==> src/rtl/fifo_synch_ctl.sv <==
// Synchronous FIFO with simultaneous read/write, registered or FWFT read,
// watermark flags, occupancy count and overflow/underflow error pulses.
module fifo_synch_ctl #(
    parameter int DATA_WIDTH = 8,
    parameter int DEPTH      = 16,
    parameter int AF_LEVEL   = DEPTH - 2,
    parameter int AE_LEVEL   = 2,
    parameter int FWFT       = 0
) (
    input  logic                         clk,
    input  logic                         reset_n,
    input  logic                         write_en,
    input  logic                         read_en,
    input  logic [DATA_WIDTH-1:0]        d_in,
    output logic [DATA_WIDTH-1:0]        d_out,
    output logic                         valid,
    output logic [$clog2(DEPTH+1)-1:0]   count,
    output logic                         full,
    output logic                         empty,
    output logic                         almost_full,
    output logic                         almost_empty,
    output logic                         overflow,
    output logic                         underflow
);

    localparam int CW = $clog2(DEPTH + 1);
    localparam int PW = $clog2(DEPTH);

    logic [DATA_WIDTH-1:0] mem [DEPTH];

    logic [PW-1:0] wr_ptr_q, wr_ptr_d;
    logic [PW-1:0] rd_ptr_q, rd_ptr_d;
    logic [CW-1:0] count_q, count_d;
    logic          ovf_q, unf_q;
    logic          wr_acc, rd_acc;

    // Explicit wrap keeps non-power-of-two depths correct.
    function automatic logic [PW-1:0] ptr_nxt(input logic [PW-1:0] p);
        return (p == PW'(DEPTH - 1)) ? '0 : p + PW'(1);
    endfunction

    assign full         = (count_q == CW'(DEPTH));
    assign empty        = (count_q == '0);
    assign almost_full  = (count_q >= CW'(AF_LEVEL));
    assign almost_empty = (count_q <= CW'(AE_LEVEL));
    assign count        = count_q;
    assign overflow     = ovf_q;
    assign underflow    = unf_q;

    assign wr_acc = write_en && !full;
    assign rd_acc = read_en && !empty;

    always_comb begin
        wr_ptr_d = wr_ptr_q;
        rd_ptr_d = rd_ptr_q;
        count_d  = count_q;
        if (wr_acc) wr_ptr_d = ptr_nxt(wr_ptr_q);
        if (rd_acc) rd_ptr_d = ptr_nxt(rd_ptr_q);
        if (wr_acc && !rd_acc)      count_d = count_q + CW'(1);
        else if (rd_acc && !wr_acc) count_d = count_q - CW'(1);
    end

    always_ff @(posedge clk) begin
        if (!reset_n) begin
            wr_ptr_q <= '0;
            rd_ptr_q <= '0;
            count_q  <= '0;
            ovf_q    <= 1'b0;
            unf_q    <= 1'b0;
        end else begin
            wr_ptr_q <= wr_ptr_d;
            rd_ptr_q <= rd_ptr_d;
            count_q  <= count_d;
            ovf_q    <= write_en && full;
            unf_q    <= read_en && empty;
        end
    end

    always_ff @(posedge clk) begin
        if (reset_n && wr_acc) mem[wr_ptr_q] <= d_in;
    end

    if (FWFT == 0) begin : g_reg
        logic [DATA_WIDTH-1:0] dout_q, dout_d;
        logic                  valid_q;

        always_comb begin
            dout_d = dout_q;
            if (rd_acc) dout_d = mem[rd_ptr_q];
        end

        always_ff @(posedge clk) begin
            if (!reset_n) begin
                dout_q  <= '0;
                valid_q <= 1'b0;
            end else begin
                dout_q  <= dout_d;
                valid_q <= rd_acc;
            end
        end

        assign d_out = dout_q;
        assign valid = valid_q;
    end else begin : g_fwft
        assign d_out = mem[rd_ptr_q];
        assign valid = !empty;
    end

endmodule

==> config.mk <==
export PLATFORM = sky130hd
export DESIGN_NAME = fifo_synch_ctl
export DESIGN_NICKNAME = d
export VERILOG_FILES = /design/src/rtl/fifo_synch_ctl.sv
export SDC_FILE = /design/constraint.sdc
export NUM_CORES = 1
export LEC_CHECK = 0
export BUFFER_PORTS_ARGS = -buffer_cell sky130_fd_sc_hd__buf_2
export CORE_MARGIN = 2
export CORE_UTILIZATION = 25
export DETAILED_ROUTE_END_ITERATION = 10
export RECOVER_POWER = 25
export SLEW_MARGIN = 20
export SYNTH_ARGS = -nofsm -noshare
export SYNTH_HDL_FRONTEND = slang
export SYNTH_SLANG_ARGS = --single-unit
==> constraint.sdc <==
create_clock -name clk -period 7.1 [get_ports clk]
set_input_delay 0.355 -clock clk [delete_from_list [all_inputs] [get_ports clk]]
set_output_delay 0.355 -clock clk [all_outputs]
set_load 0.05 [all_outputs]
==> summary.txt, run 1 <==
Synth
  – Post-Synthesis Cells: roughly 370
  – Register area share after synthesis: 69.89%
  – Mean Syn Cell Area: 16.90 um^2
  – Mapped cell area: slightly above 6000 um^2
  – Ys Warns: 0
  – Yosys reg bits: ~150
  – Synth cell types: 41
  – Mapped Nets: about 390

Clocking
  – H-tree Lvls: 4
  – CTS buffer count: 17
  – Worst-Skew Late Latency: 420 ps
  – TritonCTS clock tree: built
  – Total setup buffers inserted after CTS: 0
  – CTS Hold Bufs: 0
  – Clock Sinks: roughly 150
  – Resize count post-CTS: 0
  – Clock-pin slew on the worst setup and hold paths: approximately 60 ps
  – Longest Clk Path Bufs: 2
  – Root buffer cell: clkbuf_16

Detailed routing
  – Antenna Nets Post-Route: 0
  – Total number of vias: 3270
  – DR pass1 iterations: 4
  – DRC viols: 0
  – DR vias/cell: between 4 and 5
  – Starting DRT DRC Count: 340
  – Routed WL: between 10000 and 15000 um
  – Routed len/inst: approximately 17 um

Worst setup path
  – CP cell instances: nor4_2, a21boi_1, buf_4, inv_2, ha_1, inv_1, fa_1, a21o_1, a21oi_1, mux2i_1, mux2i_1
  – FF-to-FF path depth: 11
  – Crit Path Category: reg2reg
  – R2R Path End: count[4]
  – Worst-path fanout max: 20
  – Crit path from: count[0]
  – Crit path max-delay cell type: nor4_2
  – Crit start category: flip-flop
  – Worst EP required: between 7000 and 8000 ps
  – Most used cell, CP: mux2i_1
  – R2R setup slack: about 4300 ps
  – Crit path largest cell delay: roughly 450 ps
  – CP arrival: ~3200 ps
  – Worst setup EP type: flip-flop
  – RR Startpoint: count[0]

Floorplanning
  – Initial Util: approximately 25%
  – Site row count: between 50 and 60
  – Die X: 161.3 um
  – I/O Pins: 32
  – Die height: 161.3 um
  – Core area: between 20000 and 25000 um^2
  – DIE AREA: around 26000 um^2

GRT
  – Initial antenna violation count: 0
  – Total global routing overflow: 0
  – First-pass GRT wire length: about 19000 um
  – Gr usage total: between 10% and 20%
  – Largest net degree at the start of global routing: 45
  – Number of global-route vias before repair: about 3400

Placement
  – Gp weighted congestion: slightly below 0.8
  – DP Cell Count: between 700 and 800
  – Number of port buffers: 31
  – Placed Area: 6645 um^2
  – Dpl ws: 4298 ps
  – DP HPWL: just under 8000 um

STA
  – Final period utilization: around two fifths
  – TNS Setup: 0 ps
  – Final hold violation count: 0
  – Post-route setup slack: about 4300 ps
  – Pins over their slew limit: 0
  – FMAX: 356.4 MHz
  – Worst Clk Skew: approximately 10 ps
  – Worst Tran Pin Value: just over 1000 ps
  – Final Critical Period: about 2800 ps
  – Slew headroom: a little under a third
  – Unrepaired setup endpoints after global routing: false
  – Setup Viol. Count Final: 0

Power and ir drop
  – Peak supply drop: 0.0002677 V
  – Leakage power: roughly 2.3 nW
  – Pwr/cell area: ~350 nW/um^2

Min path
  – Worst Hold Class: in2reg
  – Worst hold path endpoint: overflow
  – Hold Crit Start: write_en
  – Hold depth: 2

Cells and area
  – Fill count: 2401
  – Layout cells sized above 1: around 22%
  – Area grow syn2layout: 16.64%
  – Layout Cells excl Fill: 740
  – Layout net count: 424
  – Fin area: just over 7000 um^2

Flow run
  – Max-Cap Viols: 0

Status
  – Status: finished clean
## report_power, final
group | internal [mW] | leakage, nW | switching, mW
Combinational | 0.218 | 0.723 | 0.393
Sequential | 1.02 | 1.35 | 0.0553
Clock | 0.519 | 0.272 | 0.354
Total | 1.75 | 2.35 | 0.803
## sequential cells by signal, indices dropped and copies added, names as in the netlist
name,cells
mem,128
d_out,8
count,5
rd_ptr_q,4
wr_ptr_q,4
overflow,1
underflow,1
valid,1
## cells by family after synthesis
| family | Yosys count | synth area share [%] |
|---|---|---|
| AOI/OAI and AO/OA | 52 | 5.339 |
| xor gates and xnor gates | 5 | 0.7078 |
| adders and majority gates | 10 | 2.144 |
| muxes | 53 | 13.49 |
| and+or+nand+nor | 67 | 5.541 |
| DFF | 152 | 69.89 |
| buffers and inverters | 27 | 2.892 |
## cell usage after synthesis, drive strengths merged
cell type  number  area, um^2
a21o            3       22.52
a21boi          4       33.78
mux4           24       544.3
nand3b          1       7.510
and2            5       31.28
nand2          13       48.80
a41oi           1       8.760
a41o            1       10.01
xor2            1       8.760
mux2i          29       290.3
nor3            5       25.02
a21oi          12       60.06
and3            2       12.51
nand2b          3       18.77
o22ai           8       50.05
o21ai          11       55.05
a2111oi         1       8.760
nor4            1       12.51
ha              9       112.6
xnor2           4       35.03
dfxtp          24       480.5
or3b            1       8.760
buf            13       126.4
clkbuf          8       30.03
fa              1       20.02
edfxtp        128        3844
o211ai          2       25.02
inv             6       22.52
nor2b           3       18.77
a31oi           9       56.30
nor2           18       67.56
or4             1       11.26
nand3           6       30.03
or2             8       50.05
## metrics by stage
step           power (mW)  hold slack (ps)  util (%)
6_report            2.555            205.1     29.68
5_1_grt             2.675            192.4     29.67
3_3_place_gp        1.695            563.8     27.32
4_1_cts             2.581            185.9     29.69
3_5_place_dp        1.707            566.1     27.32
2_1_floorplan       1.581            453.9         -
## per-layer routing
layer | share of wire (%) | GRT usage [%] | vias up
met5 | 0 | 0 | -
met2 | 47 | 15.46 | 105
met4 | 0.79 | 2.679 | 0
met1 | 43 | 13.44 | 1653
li1 | - | - | 1504
met3 | 9.0 | 3.749 | 8
## area by class of cell
class,count,area (um^2),area share [%]
Sequential cell,152,4327,59.95
Clock inverter,14,145.1,2.011
Inverter,6,22.52,0.3121
Multi-Input combinational cell,187,1684,23.34
Tap cell,324,405.4,5.617
Antenna cell,1,2.502,0.03467
Clock buffer,18,429.2,5.947
Timing Repair Buffer,38,201.4,2.791
## layout by cell type (no fill, tap or decap), types with 6 or more instances in the layout
| cell type | n |
|---|---|
| a21oi_1 | 12 |
| a31oi_1 | 9 |
| buf_2 | 26 |
| buf_4 | 7 |
| clkbuf_1 | 6 |
| clkbuf_16 | 17 |
| dfxtp_1 | 22 |
| edfxtp_1 | 128 |
| ha_1 | 9 |
| mux2i_1 | 29 |
| mux4_2 | 23 |
| nand2_1 | 13 |
| nand3_1 | 6 |
| nor2_1 | 18 |
| o21ai_0 | 11 |
| o22ai_1 | 8 |
| or2_1 | 8 |
## critical path, delay by kind of cell, from the launching register on
family	cells	cell delay, ps
multiplexers	2	430
AND/OR/NAND/NOR	1	450
adder cells (fa/ha/maj)	2	580
AO/OA/AOI/OAI	3	490
buffers and inverters	3	400
flip-flops	1	400
## worst max-delay path by stage
stage               cells after the start      endpoint
CTS                                    11      count[4]
global placement                       11      count[4]
floorplan                               1  almost_empty
detailed placement                     11      count[4]
finish                                 11      count[4]
global route                           11      count[4]
Note: power is estimated with default switching activity, not from simulation.
==> inputs of run 2 (changes only) <==
==> constraint.sdc (replaced) <==
create_clock -name clk -period 2.3 [get_ports clk]
set_input_delay 0.115 -clock clk [delete_from_list [all_inputs] [get_ports clk]]
set_output_delay 0.115 -clock clk [all_outputs]
set_load 0.05 [all_outputs]
==> summary.txt, run 2 (same netlist as run 1, synthesis figures left out) <==
Placement
  – Number of port buffers: 31 (unchanged)
  – Dpl ws: 17.91 ps (-4280 ps)
  – Gp weighted congestion: 0.7518 (-2.9%)
  – DP HPWL: 8394 um (+5.8%)

STA
  – Final hold violation count: 0 (unchanged)
  – Final Critical Period: 2228 ps (-577.1 ps)
  – Setup Viol. Count Final: 0 (unchanged)
  – Worst Clk Skew: 7.840 ps (-1.902 ps)
  – Pins over their slew limit: 0 (unchanged)
  – Worst Tran Pin Value: 715.2 ps (-306.8 ps)
  – Final period utilization: 96.89% (+57 points)
  – Unrepaired setup endpoints after global routing: true
  – Worst hold slack: 27.34 ps (-177.7 ps)
  – FMAX: 448.8 MHz (+26%)
  – Post-route setup slack: 71.61 ps (-4223 ps)
  – Slew headroom: 52.32% (+21 points)

Detailed routing
  – Routed WL: 12850 um (+4.4%)
  – Routed len/inst: 16.66 um (+0.25%)
  – Total number of vias: 3369 (+3.0%)
  – DR vias/cell: 4.370 (-1.1%)
  – DR pass1 iterations: 4 (unchanged)
  – Antenna Nets Post-Route: 0 (unchanged)
  – Starting DRT DRC Count: 297 (-13%)
  – DRC viols: 0 (unchanged)

Power and ir drop
  – Peak supply drop: 0.0007597 V (+180%)
  – Leakage power: 2.548 nW (+8.6%)
  – Pwr/cell area: 1124 nW/um^2 (+220%)
  – Final Power: 8.534 mW (+230%)

Clocking
  – H-tree Lvls: 4 (unchanged)
  – Longest Clk Path Bufs: 2 (unchanged)
  – Clock Sinks: 152 (unchanged)
  – Clock-pin slew on the worst setup and hold paths: 60 ps (about the same)
  – TritonCTS clock tree: built
  – Worst-Skew Late Latency: 420 ps (about the same)
  – CTS buffer count: 17 (unchanged)
  – Root buffer cell: clkbuf_16

Min path
  – Worst Hold Class: in2reg
  – Hold Crit Start: reset_n
  – Hold depth: 2 (unchanged)
  – Worst hold path endpoint: wr_ptr_q[3]

Worst setup path
  – Worst setup EP type: flip-flop
  – Worst EP required: 2640 ps (-4810 ps)
  – R2R Path End: count[4]
  – Crit Path Category: reg2reg
  – FF-to-FF path depth: 10 (-1)
  – CP arrival: 2570 ps (-590 ps)
  – Most used cell, CP: mux2i_1
  – Top delay family on crit path: adder cells
  – Worst-path fanout max: 4 (-80%)
  – Crit start category: flip-flop
  – Crit path max-delay cell type: fa_2
  – R2R setup slack: 70 ps (-4220 ps)
  – CP cell instances: nor4_4, a21boi_2, inv_4, ha_4, inv_6, fa_2, a21o_1, a21oi_2, mux2i_1, mux2i_1
  – RR Startpoint: count[3]
  – Crit path largest cell delay: 360 ps (-90 ps)
  – Worst Path Buf+Inv: 2 (-1)

Cells and area
  – Commonest non-fill, non-tap cell in the layout: edfxtp_1
  – Area grow syn2layout: 22.71%
  – Layout net count: 456 (+7.5%)
  – Antenna Cells: 0 (-1)
  – Largest register by flop count: mem
  – Most frequent cells in the layout: 128 x edfxtp_1, 37 x buf_4, 29 x mux2i_1
  – Max reg flops: 128 (unchanged)
  – Layout cells sized above 1: 29.75% (+7.6 points)

Floorplanning
  – Die height: 161.3 um (unchanged)
  – Core area: 24320 um^2 (unchanged)
  – I/O Pins: 32 (unchanged)
  – Site row count: 57 (unchanged)
  – Die X: 161.3 um (unchanged)
  – Initial Util: 25.44% (unchanged)
  – DIE AREA: 26020 um^2 (unchanged)

Flow run
  – Max-Cap Viols: 0 (unchanged)

GRT
  – Number of global-route vias before repair: 3396 (+1.1%)
  – Total global routing overflow: 0 (unchanged)
  – Initial antenna violation count: 0 (unchanged)
  – Largest net degree at the start of global routing: 25 (-44%)
  – Gr usage total: 10.30% (+0.23 points)
  – First-pass GRT wire length: 19820 um (+2.5%)

Status
  – Status: finished clean
==> run 2: how the worst max path moves through the flow <==
stage,cells after the start,slack (ps),from,endpoint
global placement,10,80,count[3],count[4]
detailed placement,10,20,count[3],count[4]
CTS,10,20,count[1],count[4]
floorplan,9,-90,count[2],count[4]
finish,10,70,count[3],count[4]
global route,10,-70,count[3],count[4]
==> run 2: stage by stage <==
| stage | instance area, um^2 | std cells | setup TNS, ps | util, % |
|---|---|---|---|---|
| final | 7592 | 771 | 0 | 31.22 |
| after detailed placement | 6885 | 732 | 0 | 28.31 |
| after global placement | 6885 | 732 | 0 | 28.31 |
| after floorplan | 6245 | 366 | -87.39 | - |
| after global routing | 7592 | 771 | -74.20 | 31.22 |
| after CTS | 7546 | 766 | 0 | 31.03 |
==> run 2: timing repair <==
item                                   CTS  global route
setup endpoints to repair                1             2
setup buffers                            0             5
endpoints found under the hold margin    3             0
pin swaps                                1             5
gates resized for setup                  2             4
hold buffers                             2             0
==> run 2: power breakdown <==
part,internal [mW],total [mW],switching [mW]
sequential,3.16,3.31,0.150
clock,1.82,2.91,1.09
combinational,0.921,2.31,1.39
total,5.90,8.53,2.63
==> run 2: layout make-up <==
type | instances | area [um^2]
repair buffers | 70 | 445.4
flip-flops and latches | 152 | 4342
fillers | 2365 | 16730
multi-input cells | 187 | 1745
clock inverters | 15 | 198.9
well taps | 324 | 405.4
inverters | 6 | 30.03
clock buffers | 17 | 425.4
==> run 2: layer usage <==
| metal | GRT usage (%) | share of wire (%) |
|---|---|---|
| met1 | 13.99 | 47 |
| met2 | 15.46 | 46 |
| met3 | 3.647 | 5.7 |
| met4 | 3.166 | 1.4 |
| met5 | 0 | 0 |
